**config.mk**
```make
export PLATFORM = sky130hd
export DESIGN_NAME = fft_r22sdf_twmul_1024_s2
export DESIGN_NICKNAME = d
export VERILOG_FILES = /design/src/rtl/fft_r22sdf_pkg.sv /design/src/rtl/fft_r22sdf_rom_1024_s2.sv /design/src/rtl/fft_r22sdf_twmul_1024_s2.sv
export SDC_FILE = /design/constraint.sdc
export NUM_CORES = 2
export LEC_CHECK = 0
export ABC_AREA = 0
export CAP_MARGIN = 25
export CORE_AREA = 2 2 242 244
export DETAILED_ROUTE_END_ITERATION = 16
export DIE_AREA = 0 0 244 246
export GPL_TIMING_DRIVEN = 0
export HOLD_SLACK_MARGIN = 0.02
export PLACE_DENSITY = 0.81
export SYNTH_ARGS = -nofsm -noshare
export SYNTH_HDL_FRONTEND = slang
export SYNTH_SLANG_ARGS = --single-unit
```
**constraint.sdc**
```tcl
create_clock -name clk -period 5.71 [get_ports clk]
set_clock_uncertainty 0.05 [all_clocks]
set_input_delay 1.4275 -clock clk [delete_from_list [all_inputs] [get_ports clk]]
set_output_delay 1.4275 -clock clk [all_outputs]
set_load 0.01 [all_outputs]
```
**src/rtl/fft_r22sdf_pkg.sv**
```systemverilog
// fft_r22sdf_pkg: shared twiddle format constants and output saturation for the R2^2SDF stage multipliers
// No ports; imported by the stage multipliers and twiddle ROMs.
package fft_r22sdf_pkg;
   localparam int TW  = 10;
   localparam int QS  = 9;
   localparam int RND = 1 << (QS - 1);
   // Clamp a full-precision rounded result into a dw-bit signed range.
   function automatic logic signed [31:0] sat_dw(input logic signed [31:0] v, input int dw);
      logic signed [31:0] hi, lo;
      hi = (32'sd1 <<< (dw - 1)) - 32'sd1;
      lo = -(32'sd1 <<< (dw - 1));
      return (v > hi) ? hi : (v < lo) ? lo : v;
   endfunction
endpackage

```
**src/rtl/fft_r22sdf_rom_1024_s2.sv**
```systemverilog
// fft_r22sdf_rom_1024_s2: stage-2 twiddle ROM, 6-bit address, one-cycle registered read
// Ports: clk, rst_n (async active-low); i_addr sub-block position; i_addr_vld read enable;
//        o_tw_re / o_tw_im Q1.9 twiddle, valid the cycle after the address.
module fft_r22sdf_rom_1024_s2
   import fft_r22sdf_pkg::*;
(
   input  logic          clk,
   input  logic          rst_n,
   input  logic [5:0]    i_addr,
   input  logic          i_addr_vld,
   output logic [TW-1:0] o_tw_re,
   output logic [TW-1:0] o_tw_im
);
   // round(512*sin(2*pi*k/64)) for k = 0..16; the full 64-point circle is folded onto this quarter
   localparam logic [TW-1:0] SIN_Q [0:16] = '{
      10'd0,   10'd50,  10'd100, 10'd149, 10'd196, 10'd241, 10'd284, 10'd325, 10'd362,
      10'd396, 10'd426, 10'd452, 10'd473, 10'd490, 10'd502, 10'd510, 10'd512};
   logic [1:0]    w_m;
   logic [5:0]    w_e;
   logic          w_q1, w_q2;
   logic [4:0]    w_ka, w_kb;
   logic [TW-1:0] w_re, w_im;
   // Exponent e = n2 * bitrev(n1), where n1 is the quarter of the 64-sample block; e never exceeds 45.
   always_comb begin
      w_m  = {i_addr[4], i_addr[5]};
      w_e  = {2'b00, i_addr[3:0]} * {4'b0000, w_m};
      w_q1 = w_e <= 6'd16;
      w_q2 = w_e <= 6'd32;
      w_ka = w_q1 ? 5'(6'd16 - w_e) : w_q2 ? 5'(w_e - 6'd16) : 5'(6'd48 - w_e);
      w_kb = w_q1 ? 5'(w_e) : w_q2 ? 5'(6'd32 - w_e) : 5'(w_e - 6'd32);
      // cos(0) = +1 is not representable in Q1.9, so it becomes 511; -1 on the imaginary side stays -512
      w_re = !w_q1 ? -SIN_Q[w_ka] : (w_ka == 5'd16) ? 10'd511 : SIN_Q[w_ka];
      w_im = (w_q1 | w_q2) ? -SIN_Q[w_kb] : SIN_Q[w_kb];
   end
   always_ff @(posedge clk or negedge rst_n)
      if (!rst_n) begin
         o_tw_re <= '0;
         o_tw_im <= '0;
      end else if (i_addr_vld) begin
         o_tw_re <= w_re;
         o_tw_im <= w_im;
      end
endmodule

```
**src/rtl/fft_r22sdf_twmul_1024_s2.sv**
```systemverilog
// fft_r22sdf_twmul_1024_s2: stage-2 twiddle multiplier of the 1024-point R2^2SDF FFT
// Ports: clk, rst_n (async active-low); din_re/din_im/din_vld/din_sof butterfly stream in;
//        dout_re/dout_im/dout_vld/dout_sof rounded, saturated product 3 edges later; sat saturation pulse.
module fft_r22sdf_twmul_1024_s2
   import fft_r22sdf_pkg::*;
#(
   parameter int DW = 16
)(
   input  logic          clk,
   input  logic          rst_n,
   input  logic [DW-1:0] din_re,
   input  logic [DW-1:0] din_im,
   input  logic          din_vld,
   input  logic          din_sof,
   output logic [DW-1:0] dout_re,
   output logic [DW-1:0] dout_im,
   output logic          dout_vld,
   output logic          dout_sof,
   output logic          sat
);
   localparam int PW = DW + TW;
   localparam int SW = PW + 1;
   logic [5:0]           r_idx, w_addr;
   logic [DW-1:0]        r_re, r_im;
   logic [TW-1:0]        w_tw_re, w_tw_im;
   logic [PW-1:0]        r_ac, r_bd, r_ad, r_bc;
   logic [1:0]           r_vld, r_sof;
   logic signed [SW-1:0] w_sum_re, w_sum_im, w_rnd_re, w_rnd_im;
   logic signed [31:0]   w_sat_re, w_sat_im;
   logic                 w_ovf_re, w_ovf_im;
   function automatic logic [PW-1:0] mul(input logic [DW-1:0] a, input logic [TW-1:0] t);
      return {{TW{a[DW-1]}}, a} * {{DW{t[TW-1]}}, t};
   endfunction
   // A sof always restarts the sub-block at address 0, even mid-block.
   assign w_addr = din_sof ? 6'd0 : r_idx;
   fft_r22sdf_rom_1024_s2 u_rom (
      .clk        (clk),
      .rst_n      (rst_n),
      .i_addr     (w_addr),
      .i_addr_vld (din_vld),
      .o_tw_re    (w_tw_re),
      .o_tw_im    (w_tw_im)
   );
   always_comb begin
      w_sum_re = $signed({r_ac[PW-1], r_ac}) - $signed({r_bd[PW-1], r_bd});
      w_sum_im = $signed({r_ad[PW-1], r_ad}) + $signed({r_bc[PW-1], r_bc});
      w_rnd_re = (w_sum_re + SW'(RND)) >>> QS;
      w_rnd_im = (w_sum_im + SW'(RND)) >>> QS;
      w_sat_re = sat_dw(32'(w_rnd_re), DW);
      w_sat_im = sat_dw(32'(w_rnd_im), DW);
      w_ovf_re = w_sat_re != 32'(w_rnd_re);
      w_ovf_im = w_sat_im != 32'(w_rnd_im);
   end
   always_ff @(posedge clk or negedge rst_n)
      if (!rst_n) begin
         r_idx    <= '0;
         r_re     <= '0;
         r_im     <= '0;
         r_ac     <= '0;
         r_bd     <= '0;
         r_ad     <= '0;
         r_bc     <= '0;
         r_vld    <= '0;
         r_sof    <= '0;
         dout_re  <= '0;
         dout_im  <= '0;
         dout_vld <= 1'b0;
         dout_sof <= 1'b0;
         sat      <= 1'b0;
      end else begin
         if (din_vld) begin
            r_idx <= w_addr + 6'd1;
            r_re  <= din_re;
            r_im  <= din_im;
         end
         r_vld    <= {r_vld[0], din_vld};
         r_sof    <= {r_sof[0], din_vld & din_sof};
         r_ac     <= mul(r_re, w_tw_re);
         r_bd     <= mul(r_im, w_tw_im);
         r_ad     <= mul(r_re, w_tw_im);
         r_bc     <= mul(r_im, w_tw_re);
         dout_re  <= w_sat_re[DW-1:0];
         dout_im  <= w_sat_im[DW-1:0];
         dout_vld <= r_vld[1];
         dout_sof <= r_sof[1];
         sat      <= r_vld[1] & (w_ovf_re | w_ovf_im);
      end
endmodule

```
==> metrics.md <==
| Metric | Value |
|---|---|
| Largest net degree at the start of global routing | `115` |
| CTS tree | `done` |
| Clock Root Buffer | `clkbuf_16` |
| Vias in the first global route | `26660` |
| Cell at the slowest stage of the critical path | `dfrtp_2` |
| First-pass GRT wire length | `144.9 mm` |
| Worst EP required | `6.13 ns` |
| Fin crit period | `5.918 ns` |
| Vias after detailed routing | `26320` |
| Post-CTS Hold Fix Bufs | `0` |
| Clk buf depth | `3` |
| Nets@finish | `4674` |
| Type of the worst setup path | `flop to flop` |
| Top delay family on crit path | `adder cells` |
| HPWL Detailed | `68.87 mm` |
| Reg area | `5061 um^2` |
| DR pass1 iterations | `8` |
| Detailed Route WL | `94.08 mm` |
| EDFF count, synth | `0` |
| Worst flop-to-flop path endpoint | `r_ac[23]$_DFF_PN0_` |
| Max incr delay on CP | `0.57 ns` |
| Critical-path maximum fanout | `8` |
| CP Capture Type | `flop` |
| Worst EP arrival | `6.34 ns` |
| Main synth FF type | `dfrtp_1` |
| CTS clk-pin slew, worst paths | `0.07 ns` |
| Yosys cell types | `86` |
| Via/cell ratio | `5.830` |
| Final Slew Violations | `0` |
| Tot GR Track Use | `31.58%` |
| Fmax | `169.0 MHz` |
| Initial antenna violation count | `8` |
| Core ar. | `57370 um^2` |
| Critical path depth | `19` |
| Max-cap viol count | `0` |
| Sequential area share after synthesis | `15.02%` |
| Fillers | `4145` |
| R2R depth | `19` |
| Number of buffers added on ports | `69` |
| GRT busiest layer | `met2` |
| Least-Margin Pin Slew | `1.038 ns` |
| Avg WL per Cell | `20.84 um` |
| Antenna Nets Post-Route | `0` |
| Num ports | `71` |
| Worst Hold Class | `flop to flop` |
| Status | `finished, violations left` |
| Full die area | `60020 um^2` |
| Cell row count | `88` |
| Unrepaired setup endpoints after global routing | `yes` |
| Final period utilization | `103.6%` |
| Most used cell, CP | `fa_1` |
| Ys async rst share | `100.0%` |
| Grt ovf | `0` |
| Setup WS post-layout | `-0.2078 ns` |
| Netlist Area Pre-Place | `33480 um^2` |
| CTS buffer count | `24` |
| Worst reg-to-reg setup slack | `-0.21 ns` |
| Yosys warnings | `0` |
| Met2 usage | `48.70%` |
| Critical path cell sequence | `clkbuf_16 > nand2_2 > fa_1 > inv_1 > fa_1 > ha_4 > fa_1 > fa_1 > ha_4 > a21oi_4 > nor2b_2 > o21a_1 > o311a_1 > a311o_1 > a31o_4 > or4_4 > a31o_1 > buf_4 > xor2_1` |
| Synth Area per Inst | `9.432 um^2` |
| GPL Wtd Cong | `1.010` |
| Final-report hold violation count | `0` |
| Total clock sinks | `201` |
| Met1 Use GR | `40.19%` |
| Failing checks | `setup timing` |
| CP Launch Type | `flop` |
| Area Growth Syn to Fin | `13.99%` |
| Die span in y | `246 um` |
| Initial Util | `58.37%` |
| Crit path buf inv count | `3` |
| Met3 usage | `9.085%` |
| Hold Slack | `0.3025 ns` |
| Critical Path Start | `u_rom.o_tw_re[2]$_DFFE_PN0P_` |
| Syn Inst Count | `3550` |
| # setup viols final | `10` |
| Critical Path Sink | `r_ac[23]$_DFF_PN0_` |
| Residual DRC | `0` |
| H-Tree Depth | `1` |
| Initial DRC Count | `2537` |
| Syn_nets | `4497` |
| RR Startpoint | `u_rom.o_tw_re[2]$_DFFE_PN0P_` |
| Worst slew margin | `30.83%` |
| Share of cells above drive strength 1 | `12.20%` |
| Die X-Extent | `244 um` |
| Register bit total from synthesis | `201` |
| Worst-skew pair later-pin latency | `0.59 ns` |
| Multi-input gate area in the final layout | `26160 um^2` |
## synth_stat cells, types with 4 or more instances
cell / n / area share [%]
inv_1: 646 / 7.2
fa_1: 557 / 33
ha_1: 354 / 13
nand2_1: 342 / 3.8
and2_1: 333 / 6.2
dfrtp_1: 201 / 15
clkbuf_1: 139 / 1.6
nor2_1: 129 / 1.4
xnor2_1: 112 / 2.9
a21oi_1: 103 / 1.5
o21ai_0: 79 / 1.2
nand2b_1: 56 / 1.0
nand3_1: 47 / 0.70
a21o_1: 39 / 0.87
xor2_1: 39 / 1.0
mux2_2: 38 / 1.3
nor3_1: 34 / 0.51
a211oi_1: 20 / 0.45
o21a_1: 20 / 0.45
a31oi_1: 17 / 0.32
o211ai_1: 17 / 0.38
and3_1: 16 / 0.30
nor2b_1: 16 / 0.30
or3_1: 15 / 0.28
o31ai_1: 11 / 0.25
nand4_1: 10 / 0.19
a211o_1: 9 / 0.24
buf_2: 9 / 0.13
o21bai_1: 9 / 0.20
or2_2: 9 / 0.17
a21boi_0: 6 / 0.13
a31o_2: 5 / 0.13
mux2i_1: 5 / 0.15
o2111ai_1: 5 / 0.13
a211oi_2: 4 / 0.15
o21ai_1: 4 / 0.060
o22a_1: 4 / 0.10
o22ai_1: 4 / 0.075
or4_1: 4 / 0.090
## cell type report
class | count | area share [%]
Multi-Input combinational cell | 2549 | 68.53
Buffer | 148 | 3.147
Inverter | 647 | 6.382
Sequential cell | 201 | 13.26
Clock buffer | 31 | 1.773
Tap cell | 765 | 2.508
Timing Repair Buffer | 156 | 3.812
Antenna cell | 5 | 0.03278
Clock inverter | 13 | 0.5507
## cells by family after synthesis
| group | share of synthesized area [%] |
|---|---|
| and+or+nand+nor | 15.61 |
| adders and majority gates | 46.53 |
| buffers and inverters | 9.024 |
| AOI/OAI and AO/OA | 8.228 |
| DFF | 15.02 |
| xor gates and xnor gates | 4.095 |
| muxes | 1.495 |
## how the worst min path moves through the flow
| stage | from | to | slack, ns | cells after the start |
|---|---|---|---|---|
| after floorplan | r_sof[1]$_DFF_PN0_ | dout_sof$_DFF_PN0_ | 0.28 | 0 |
| after global placement | r_vld[0]$_DFF_PN0_ | r_vld[1]$_DFF_PN0_ | 0.28 | 0 |
| after detailed placement | r_sof[0]$_DFF_PN0_ | r_sof[1]$_DFF_PN0_ | 0.29 | 0 |
| after CTS | r_sof[0]$_DFF_PN0_ | r_sof[1]$_DFF_PN0_ | 0.31 | 0 |
| after global routing | r_sof[0]$_DFF_PN0_ | r_sof[1]$_DFF_PN0_ | 0.31 | 0 |
| final | r_sof[0]$_DFF_PN0_ | r_sof[1]$_DFF_PN0_ | 0.30 | 0 |
## metal layers
layer	up-vias	wire (um)
met4	4	6533
met2	1422	41750
met5	-	58
li1	11470	-
met3	312	10620
met1	13110	35120
## what timing repair did
action,in CTS,in global routing
hold endpoints to repair,0,0
setup endpoints to repair,46,30
resized for setup,275,189
pin swaps,38,64
gates cloned,1,1
setup buffers,47,36
## metrics by stage
step,utilization (%),instance area [um^2],std cells,setup slack [ns],setup TNS [ns]
2_1_floorplan,-,33500,3550,0.003987,0
3_3_place_gp,61.27,35150,4384,-6.142,-1105.32
3_5_place_dp,61.34,35190,4386,-1.089,-22.53
4_1_cts,65.12,37350,4477,-0.1208,-0.4260
5_1_grt,66.52,38160,4511,-0.3124,-2.307
6_report,66.54,38170,4515,-0.2078,-1.250
## flip-flops by register name, summed over array words and instances, names as in the netlist
signal	flops
sat	1
dout_sof	1
r_ad	26
u_rom.o_tw_re	10
r_bc	26
r_re	16
u_rom.o_tw_im	10
r_idx	6
dout_vld	1
r_im	16
r_vld	2
r_ac	26
r_bd	26
dout_im	16
dout_re	16
r_sof	2
## cell usage in the layout (no fill, tap or decap), types with 74 or more instances in the layout
master   netlist  routed
a21oi_1      103      90
and2_1       333     332
buf_4          2      91
dfrtp_1      201     178
fa_1         557     548
ha_1         354     324
inv_1        646     635
nand2_1      342     328
nor2_1       129     124
o21ai_0       79      74
xnor2_1      112     111
Power is not shown: default switching activity piles up to over one toggle a cycle in this logic, so the estimate is an artifact.
